===== src/rtl/mem_writeback_buffer_if.sv =====
// mem_writeback_buffer_if: memory-response and writeback-mux handshake bundle for one buffer port
interface mem_writeback_buffer_if #(
    parameter int DATABITWIDTH    = 16,
    parameter int REGADDRBITWIDTH = 4,
    parameter int PTRWIDTH        = 2,
    parameter int BYTESELWIDTH    = 1
);
    logic                       MemRespValid;
    logic                       MemRespReady;
    logic [DATABITWIDTH-1:0]    MemRespData;
    logic [REGADDRBITWIDTH-1:0] MemRespAddr;
    logic                       MemRespByteMode;
    logic                       MemRespSigned;
    logic [BYTESELWIDTH-1:0]    MemRespByteSel;
    logic                       MemWritebackACK;
    logic                       MemWritebackREQ;
    logic [DATABITWIDTH-1:0]    MemWritebackDataOut;
    logic [REGADDRBITWIDTH-1:0] MemWritebackAddrOut;
    logic [PTRWIDTH:0]          BufferCount;

    modport master (
        output MemRespValid, MemRespData, MemRespAddr, MemRespByteMode, MemRespSigned,
               MemRespByteSel, MemWritebackREQ,
        input  MemRespReady, MemWritebackACK, MemWritebackDataOut, MemWritebackAddrOut, BufferCount
    );

    modport slave (
        input  MemRespValid, MemRespData, MemRespAddr, MemRespByteMode, MemRespSigned,
               MemRespByteSel, MemWritebackREQ,
        output MemRespReady, MemWritebackACK, MemWritebackDataOut, MemWritebackAddrOut, BufferCount
    );
endinterface


===== src/rtl/mem_writeback_buffer.sv =====
// mem_writeback_buffer: load-response FIFO that formats loads and requests the writeback mux.
// Define MEM_WRITEBACK_BYPASS_EN to forward a response straight to the mux when the queue is empty.
module mem_writeback_buffer #(
    parameter int DATABITWIDTH    = 16,
    parameter int REGADDRBITWIDTH = 4,
    parameter int DEPTH           = 4,
    parameter int PTRWIDTH        = 2,
    parameter int BYTESELWIDTH    = 1
) (
    input logic                   clk,
    input logic                   clk_en,
    input logic                   sync_rst,
    mem_writeback_buffer_if.slave bus
);
    localparam logic [PTRWIDTH:0] FULL = (PTRWIDTH+1)'(DEPTH);

    logic [DATABITWIDTH-1:0]    data_q [DEPTH];
    logic [REGADDRBITWIDTH-1:0] addr_q [DEPTH];
    logic [PTRWIDTH-1:0]        wr_ptr_q, wr_ptr_d, rd_ptr_q, rd_ptr_d;
    logic [PTRWIDTH:0]          count_q, count_d;
    logic [7:0]                 byte_w;
    logic [DATABITWIDTH-1:0]    fmt_w;
    logic                       byp, ready, ack, push, pop;

    assign byte_w = 8'(bus.MemRespData >> {bus.MemRespByteSel, 3'b000});
    assign fmt_w  = bus.MemRespByteMode ?
                    {{(DATABITWIDTH-8){bus.MemRespSigned & byte_w[7]}}, byte_w} : bus.MemRespData;

`ifdef MEM_WRITEBACK_BYPASS_EN
    assign byp = clk_en & (count_q == '0) & bus.MemRespValid;
    assign bus.MemWritebackDataOut = byp ? fmt_w : data_q[rd_ptr_q];
    assign bus.MemWritebackAddrOut = byp ? bus.MemRespAddr : addr_q[rd_ptr_q];
`else
    assign byp = 1'b0;
    assign bus.MemWritebackDataOut = data_q[rd_ptr_q];
    assign bus.MemWritebackAddrOut = addr_q[rd_ptr_q];
`endif

    assign ready = clk_en & (count_q != FULL);
    assign ack   = (clk_en & (count_q != '0)) | byp;
    // a granted bypass consumes the response outright, so neither pointer moves
    assign push  = bus.MemRespValid & ready & ~(byp & bus.MemWritebackREQ);
    assign pop   = ack & bus.MemWritebackREQ & ~byp;

    assign bus.MemRespReady    = ready;
    assign bus.MemWritebackACK = ack;
    assign bus.BufferCount     = count_q;

    always_comb begin
        wr_ptr_d = push ? wr_ptr_q + 1'b1 : wr_ptr_q;
        rd_ptr_d = pop ? rd_ptr_q + 1'b1 : rd_ptr_q;
        count_d  = (push & ~pop) ? count_q + 1'b1 : (pop & ~push) ? count_q - 1'b1 : count_q;
    end

    always_ff @(posedge clk) begin
        if (sync_rst) begin
            wr_ptr_q <= '0;
            rd_ptr_q <= '0;
            count_q  <= '0;
            for (int i = 0; i < DEPTH; i++) begin
                data_q[i] <= '0;
                addr_q[i] <= '0;
            end
        end else begin
            wr_ptr_q <= wr_ptr_d;
            rd_ptr_q <= rd_ptr_d;
            count_q  <= count_d;
            if (push) begin
                data_q[wr_ptr_q] <= fmt_w;
                addr_q[wr_ptr_q] <= bus.MemRespAddr;
            end
        end
    end
endmodule


===== src/flat_wrapper.sv =====
// flat-port wrapper written by rule: the top's interface ports become plain ports
module mem_writeback_buffer_flat 
#(
    parameter int DATABITWIDTH    = 16,
    parameter int REGADDRBITWIDTH = 4,
    parameter int DEPTH           = 4,
    parameter int PTRWIDTH        = 2,
    parameter int BYTESELWIDTH    = 1
)
  (clk, clk_en, sync_rst, bus_MemRespValid, bus_MemRespData, bus_MemRespAddr, bus_MemRespByteMode, bus_MemRespSigned, bus_MemRespByteSel, bus_MemWritebackREQ, bus_MemRespReady, bus_MemWritebackACK, bus_MemWritebackDataOut, bus_MemWritebackAddrOut, bus_BufferCount);
  mem_writeback_buffer_if #(.DATABITWIDTH(DATABITWIDTH), .REGADDRBITWIDTH(REGADDRBITWIDTH), .PTRWIDTH(PTRWIDTH), .BYTESELWIDTH(BYTESELWIDTH)) bus_i ();
  input logic clk;
  input logic clk_en;
  input logic sync_rst;
  input wire logic [$bits(bus_i.MemRespValid)-1:0] bus_MemRespValid;
  input wire logic [$bits(bus_i.MemRespData)-1:0] bus_MemRespData;
  input wire logic [$bits(bus_i.MemRespAddr)-1:0] bus_MemRespAddr;
  input wire logic [$bits(bus_i.MemRespByteMode)-1:0] bus_MemRespByteMode;
  input wire logic [$bits(bus_i.MemRespSigned)-1:0] bus_MemRespSigned;
  input wire logic [$bits(bus_i.MemRespByteSel)-1:0] bus_MemRespByteSel;
  input wire logic [$bits(bus_i.MemWritebackREQ)-1:0] bus_MemWritebackREQ;
  output wire logic [$bits(bus_i.MemRespReady)-1:0] bus_MemRespReady;
  output wire logic [$bits(bus_i.MemWritebackACK)-1:0] bus_MemWritebackACK;
  output wire logic [$bits(bus_i.MemWritebackDataOut)-1:0] bus_MemWritebackDataOut;
  output wire logic [$bits(bus_i.MemWritebackAddrOut)-1:0] bus_MemWritebackAddrOut;
  output wire logic [$bits(bus_i.BufferCount)-1:0] bus_BufferCount;
  assign bus_i.MemRespValid = bus_MemRespValid;
  assign bus_i.MemRespData = bus_MemRespData;
  assign bus_i.MemRespAddr = bus_MemRespAddr;
  assign bus_i.MemRespByteMode = bus_MemRespByteMode;
  assign bus_i.MemRespSigned = bus_MemRespSigned;
  assign bus_i.MemRespByteSel = bus_MemRespByteSel;
  assign bus_i.MemWritebackREQ = bus_MemWritebackREQ;
  assign bus_MemRespReady = bus_i.MemRespReady;
  assign bus_MemWritebackACK = bus_i.MemWritebackACK;
  assign bus_MemWritebackDataOut = bus_i.MemWritebackDataOut;
  assign bus_MemWritebackAddrOut = bus_i.MemWritebackAddrOut;
  assign bus_BufferCount = bus_i.BufferCount;
  mem_writeback_buffer #(.DATABITWIDTH(DATABITWIDTH), .REGADDRBITWIDTH(REGADDRBITWIDTH), .DEPTH(DEPTH), .PTRWIDTH(PTRWIDTH), .BYTESELWIDTH(BYTESELWIDTH)) u_core (.clk(clk), .clk_en(clk_en), .sync_rst(sync_rst), .bus(bus_i));
endmodule

===== config.mk =====
export PLATFORM = sky130hd
export DESIGN_NAME = mem_writeback_buffer_flat
export DESIGN_NICKNAME = d
export VERILOG_FILES = /design/src/rtl/mem_writeback_buffer_if.sv /design/src/rtl/mem_writeback_buffer.sv /design/src/flat_wrapper.sv
export SDC_FILE = /design/constraint.sdc
export NUM_CORES = 1
export LEC_CHECK = 0
export BUFFER_PORTS_ARGS = -buffer_cell sky130_fd_sc_hd__buf_2
export CAP_MARGIN = 40
export CELL_PAD_IN_SITES_DETAIL_PLACEMENT = 1
export CELL_PAD_IN_SITES_GLOBAL_PLACEMENT = 2
export CORE_MARGIN = 10
export CORE_UTILIZATION = 28
export CTS_CLUSTER_SIZE = 16
export DETAILED_ROUTE_END_ITERATION = 8
export PLACE_DENSITY = 0.67
export SLEW_MARGIN = 20
export SYNTH_ARGS = -nofsm -noshare
export SYNTH_HDL_FRONTEND = slang
export SYNTH_SLANG_ARGS = --single-unit

===== constraint.sdc =====
create_clock -name clk -period 2 [get_ports clk]
set_input_delay 0.2 -clock clk [delete_from_list [all_inputs] [get_ports clk]]
set_output_delay 0.2 -clock clk [all_outputs]
set_load 0.02 [all_outputs]

==> flow_summary.json, run 1 <==
{
  "rsz0062_at_grt": "yes",
  "status": "finished, final reports clean",
  "num_vias": 2570,
  "synth_mux_area_frac": 0.141,
  "slew_headroom": 0.664,
  "overflow": 0,
  "antenna_found_initial": 0,
  "met3RoutedLength_um": 515,
  "synth_top_family_by_area": "simple AND/OR/NAND/NOR gates",
  "wirelength_mm": 10.4,
  "syn_to_final_growth_pct": 25.1,
  "gp_congestion": 0.727,
  "ant_nets": 0,
  "min_period_over_period": 0.996,
  "synth-edff-count": 80,
  "final_util": 0.358,
  "max_slew.worst_pin.slew_ns": 0.504,
  "met1Wirelength_mm": 4.70,
  "synth_seq_area_share": 0.648,
  "clk_pin_slew_ns": 0.06,
  "synth_xor_xnor_area_share": 0.00660,
  "cts.path.max_buffers": 2,
  "synth_cells": 271,
  "topRoutingLayerUsed": "met4",
  "initialDrtViolationCount": 181,
  "root_buffer": "clkbuf_16",
  "coreArea_sq_mm": 0.0139,
  "crit_type": "reg2reg",
  "synth_compound_area_frac": 0.0163,
  "die-area_sq_mm": 0.0194,
  "cts_tree": "built",
  "grt_pass1_vias": 2836,
  "cp_max_fo": 6,
  "maxCapViolations": 0,
  "htreeDepth": 3,
  "std_cell_rows": 43,
  "max_stage_delay_ns": 0.37,
  "clock_latency_ns": 0.34,
  "final_cell_mix": "edfxtp_1 (80), buf_2 (52), nor2_1 (46), mux4_2 (20), buf_4 (17)",
  "wl_met2_mm": 5.07,
  "critPathArrivalTime_ns": 2.26,
  "track_usage": 0.110,
  "diodes": 0,
  "numPortBuffers": 52,
  "worst_ep_required_time_ns": 2.27,
  "synth_fp_nets": 301,
  "finalNetCount": 369,
  "synthesis.area_sq_mm": 0.00398,
  "ys.flop_type": "edfxtp_1",
  "synth-async-reset-ratio": 0,
  "cts_sinks": 89,
  "grt_pass1_wl_mm": 16.5,
  "max_freq_mhz": 502,
  "die_x_um": 139,
  "start_kind": "register",
  "hold_class": "in2reg",
  "final.setup.tns_ns": 0,
  "stdcell_count": 524,
  "whs_ns": 0.202,
  "power_density_mw_per_mm2": 1010,
  "io-pin-count": 53,
  "cts_made_buffers": 9,
  "slew_viol_final": 0,
  "crit_path_end_kind": "register",
  "final_layout_size_suffix_gt1_frac": 0.358,
  "worst_ir_drop_vdd_v": 0.000509,
  "dp_cells": 507,
  "wl_per_cell_um": 19.9,
  "final_common_cell": "edfxtp_1",
  "route.detailed.drc": 0,
  "grt_max_degree": 41,
  "crit_chain": "or3b_4, and3_4, ha_4, inv_1, fa_2, xor2_1, or3_1, a21oi_2",
  "avgSynthCellArea_sq_um": 14.7,
  "synthDistinctLibCells": 36,
  "finClkSkew_ns": 0.00441,
  "min_period_ns": 1.99,
  "die_y_um": 139,
  "ys.warnings.count": 0,
  "crit_slowest_cell": "dfxtp_4",
  "yosys.area_share.simple": 0.157,
  "synth-adder-area-share": 0.00817,
  "setup_viol": 0,
  "dp_hpwl_mm": 7.27,
  "drtPass1Iterations": 4,
  "synth-seq-cells": 89,
  "start_util": 0.286,
  "hold_viol": 0,
  "power.leakage_nw": 1.91,
  "via_per_inst": 4.90
}
## path summary, 6_finish.rpt
path | startpoint | to | slack (ns) | depth (start not counted)
max | u_core.bus.BufferCount[2] | u_core.bus.BufferCount[2] | 0.009 | 8
min | sync_rst | u_core.bus.BufferCount[2] | 0.20 | 3
max reg2reg | u_core.bus.BufferCount[2] | u_core.bus.BufferCount[2] | 0.009 | 8
min reg2reg | u_core.rd_ptr_q[1] | u_core.rd_ptr_q[1] | 0.50 | 2
## worst max-delay path, delay by kind of cell, from the launching register on
kind	cells	cell delay, ns
buf+inv	1	0.05
flops	1	0.37
xor+xnor	1	0.15
simple gates	3	0.76
fa+ha+maj	2	0.47
compound gates	1	0.13
## area by class of cell
type | instances | area [sq um]
flip-flops and latches | 89 | 2590
inverters | 2 | 7.51
well taps | 180 | 225
repair buffers | 76 | 519
fillers | 1490 | 8950
multi-input cells | 161 | 1360
clock inverters | 5 | 55.1
clock buffers | 11 | 233
## synth_stat cells (3+ instances only)
cell / count / area [sq um]
nor3_1: 8 / 40.0
nand2b_1: 6 / 37.5
nor2b_1: 3 / 18.8
buf_2: 9 / 45.0
dfxtp_1: 9 / 180
mux4_2: 20 / 450
clkbuf_1: 8 / 30.0
edfxtp_1: 80 / 2400
and3_1: 17 / 106
nor4b_1: 8 / 70.1
nor2_1: 46 / 173
nor4_1: 16 / 100
mux2i_1: 9 / 90.1
## cells by family after synthesis
| kind of cell | count (synthesis) |
|---|---|
| muxes | 31 |
| and+or+nand+nor | 116 |
| AOI/OAI and AO/OA | 9 |
| xor gates and xnor gates | 3 |
| DFF | 89 |
| adders and majority gates | 2 |
| buffers and inverters | 21 |
## routing by layer
| metal | up-vias | track usage |
|---|---|---|
| li1 | 1187 | - |
| met3 | 11 | 0.0364 |
| met5 | - | 0 |
| met2 | 62 | 0.176 |
| met1 | 1310 | 0.136 |
| met4 | 0 | 0.0346 |
## through the flow
| step | setup slack (ns) | power [mW] | cell area (sq um) |
|---|---|---|---|
| 2_1_floorplan | -0.0169 | 2.94 | 3990 |
| 3_3_place_gp | 0.0164 | 3.35 | 4650 |
| 3_5_place_dp | -0.0855 | 3.38 | 4650 |
| 4_1_cts | -0.00186 | 5.08 | 4980 |
| 5_1_grt | -0.0839 | 5.25 | 4980 |
| 6_report | 0.00878 | 5.02 | 4980 |
## registers in the layout, indices dropped and copies added (netlist names), named ones only
name and cells:
u_core.data_q 64, u_core.addr_q 16, u_core.bus.BufferCount 3, u_core.rd_ptr_q 2, u_core.wr_ptr_q 2
## what timing repair did
| item | in CTS | in global routing |
|---|---|---|
| pin swaps | 3 | 0 |
| endpoints found under the setup margin | 3 | 1 |
| hold buffers | 0 | 0 |
| buffers inserted | 1 | 0 |
| gates resized for setup | 8 | 1 |
## report_power, final
group	switching (mW)	total (mW)	leakage, nW	internal (mW)
registers	0.0779	2.25	0.903	2.18
clock network	0.684	1.65	0.138	0.967
logic	0.627	1.11	0.868	0.484
total	1.39	5.02	1.91	3.63
(Power assumes the default switching activity.)
==> run 2, diff against run 1 <==
--- a/config.mk
+++ b/config.mk
@@ -13,7 +13,7 @@
 export CORE_UTILIZATION = 28
 export CTS_CLUSTER_SIZE = 16
 export DETAILED_ROUTE_END_ITERATION = 8
-export PLACE_DENSITY = 0.67
+export PLACE_DENSITY = 0.65
 export SLEW_MARGIN = 20
 export SYNTH_ARGS = -nofsm -noshare
 export SYNTH_HDL_FRONTEND = slang
==> constraint.sdc (replaced) <==
create_clock -name clk -period 1.9 [get_ports clk]
set_input_delay 0.19 -clock clk [delete_from_list [all_inputs] [get_ports clk]]
set_output_delay 0.19 -clock clk [all_outputs]
set_load 0.02 [all_outputs]
==> flow_summary.json, run 2 (same netlist as run 1, synthesis figures left out) <==
{
  "cts_made_buffers": 9,
  "clk_pin_slew_ns": 0.06,
  "min_path_cells": 2,
  "stdcell_count": 532,
  "power_frac_seq": 0.435,
  "hold_viol": 0,
  "r2r_slack_ns": -0.04,
  "finalNetCount": 377,
  "place_area_sq_mm": 0.00470,
  "netSwitchingPower_mw": 1.49,
  "dp_slack_ns": -0.134,
  "min_period_ns": 1.94,
  "cts_hold_buf": 0,
  "max_stage_delay_ns": 0.36,
  "numPortBuffers": 52,
  "power.leakage_nw": 1.97,
  "clkPwrFrac": 0.340,
  "reg2reg_depth": 8,
  "track_usage": 0.114,
  "num_vias": 2594,
  "reg2reg_to": "u_core.bus.BufferCount[2]",
  "final_common_cell": "edfxtp_1",
  "cts.path.max_buffers": 2,
  "finClkSkew_ns": 0.00603,
  "std_cell_rows": 43,
  "gp_congestion": 0.733,
  "min_period_over_period": 1.02,
  "start_util": 0.286,
  "hold_class": "in2reg",
  "crit_type": "reg2reg",
  "min_to": "u_core.addr_q[2][0]",
  "syn_to_final_growth_pct": 27.7,
  "antenna_found_initial": 0,
  "clock_latency_ns": 0.34,
  "grt_pass1_wl_mm": 16.9,
  "wirelength_mm": 10.8,
  "start_kind": "register",
  "crit_path_end_kind": "register",
  "ant_nets": 0,
  "cts_tree": "built",
  "regMostFlops": "u_core.data_q",
  "crit_slowest_cell": "dfxtp_4",
  "crit_chain": "or3b_4, and3_4, ha_4, inv_2, fa_2, xor2_1, or3_1, a21oi_1",
  "diodes": 0,
  "io-pin-count": 53,
  "largest_reg_flops": 64,
  "die-area_sq_mm": 0.0194,
  "overflow": 0,
  "worst_ep_required_time_ns": 2.16,
  "critPathArrivalTime_ns": 2.20,
  "coreArea_sq_mm": 0.0139,
  "cts_sinks": 89,
  "root_buffer": "clkbuf_16",
  "grt_pass1_vias": 2855,
  "grt_max_degree": 41,
  "die_y_um": 139,
  "drtPass1Iterations": 4,
  "p_int_mw": 4.02,
  "dp_hpwl_mm": 7.46,
  "dp_cells": 514,
  "worst_ir_drop_vdd_v": 0.000663,
  "slew_headroom": 0.685,
  "final_layout_size_suffix_gt1_frac": 0.375,
  "via_per_inst": 4.88,
  "final_cell_mix": "edfxtp_1 (80), buf_2 (51), nor2_1 (46), buf_4 (26), mux4_2 (20)",
  "status": "complete, but fails checks",
  "cp_max_fo": 3,
  "final_util": 0.365,
  "htreeDepth": 3,
  "worstHoldStart": "bus_MemRespAddr[0]",
  "initialDrtViolationCount": 144,
  "p_comb_frac": 0.225,
  "reg2reg_from": "u_core.bus.BufferCount[2]",
  "power_density_mw_per_mm2": 1080,
  "postLayoutCellArea_sq_mm": 0.00509,
  "setup_ws_ns": -0.0356,
  "route.detailed.drc": 0,
  "rsz0062_at_grt": "yes",
  "power_mw": 5.51,
  "setup_viol": 1,
  "max_slew.worst_pin.slew_ns": 0.460,
  "wl_per_cell_um": 20.3,
  "max_freq_mhz": 517,
  "swShare": 0.270,
  "violations": "negative setup slack",
  "die_x_um": 139,
  "maxCapViolations": 0,
  "slew_viol_final": 0
}
==> run 2: metal layers <==
metal  track usage  wire [um]  vias to the layer above
li1              -          -                     1203
met1         0.145       4910                     1318
met2         0.181       5240                       66
met3        0.0422        601                        7
met4        0.0247         79                        0
met5             0          0                        -
==> run 2: final cells by class <==
| class | count | area (sq um) |
|---|---|---|
| multi-input combinational | 161 | 1350 |
| tap | 180 | 225 |
| sequential | 89 | 2590 |
| fill | 1450 | 8850 |
| clock inverter | 6 | 81.3 |
| inverter | 2 | 7.51 |
| timing repair buffer | 84 | 598 |
| clock buffer | 10 | 229 |
==> run 2: power by group through the flow <==
stage                     Sequential, mW  Combinational [mW]  Clock (mW)
final                               2.39                1.24        1.87
after global routing                2.41                1.36        2.00
after CTS                           2.40                1.27        1.93
after detailed placement            2.42                1.19           0
after global placement              2.40                1.18           0
after floorplan                     2.42               0.681           0
==> run 2: timing repair <==
action                                  in CTS  in global routing
resized for setup                           12                  0
setup buffers                                1                  0
pin swaps                                    1                  0
gates cloned                                 1                  0
endpoints found under the setup margin      12                  2
==> run 2: worst max path at each step <==
stage	start	end	depth (start not counted)
detailed placement	u_core.bus.BufferCount[2]	u_core.bus.BufferCount[2]	7
global placement	u_core.bus.BufferCount[1]	u_core.bus.BufferCount[2]	8
CTS	u_core.bus.BufferCount[2]	u_core.bus.BufferCount[2]	8
finish	u_core.bus.BufferCount[2]	u_core.bus.BufferCount[2]	8
floorplan	u_core.bus.BufferCount[2]	u_core.bus.BufferCount[2]	7
global route	u_core.bus.BufferCount[2]	u_core.bus.BufferCount[2]	8
==> run 2: per-stage QoR <==
step | hold WS (ns) | TNS [ns]
floorplan | 0.364 | -0.128
global placement | 0.480 | -0.0457
detailed placement | 0.510 | -0.152
CTS | 0.170 | -0.0508
global route | 0.178 | -0.191
finish | 0.183 | -0.0356
==> run 2: worst max-delay path: cells and delay by family, from the launching register on <==
family	cells	cell delay, ns
buffers and inverters	1	0.03
xor gates and xnor gates	1	0.15
and+or+nand+nor	3	0.72
AOI/OAI and AO/OA	1	0.13
adders and majority gates	2	0.46
DFF	1	0.36
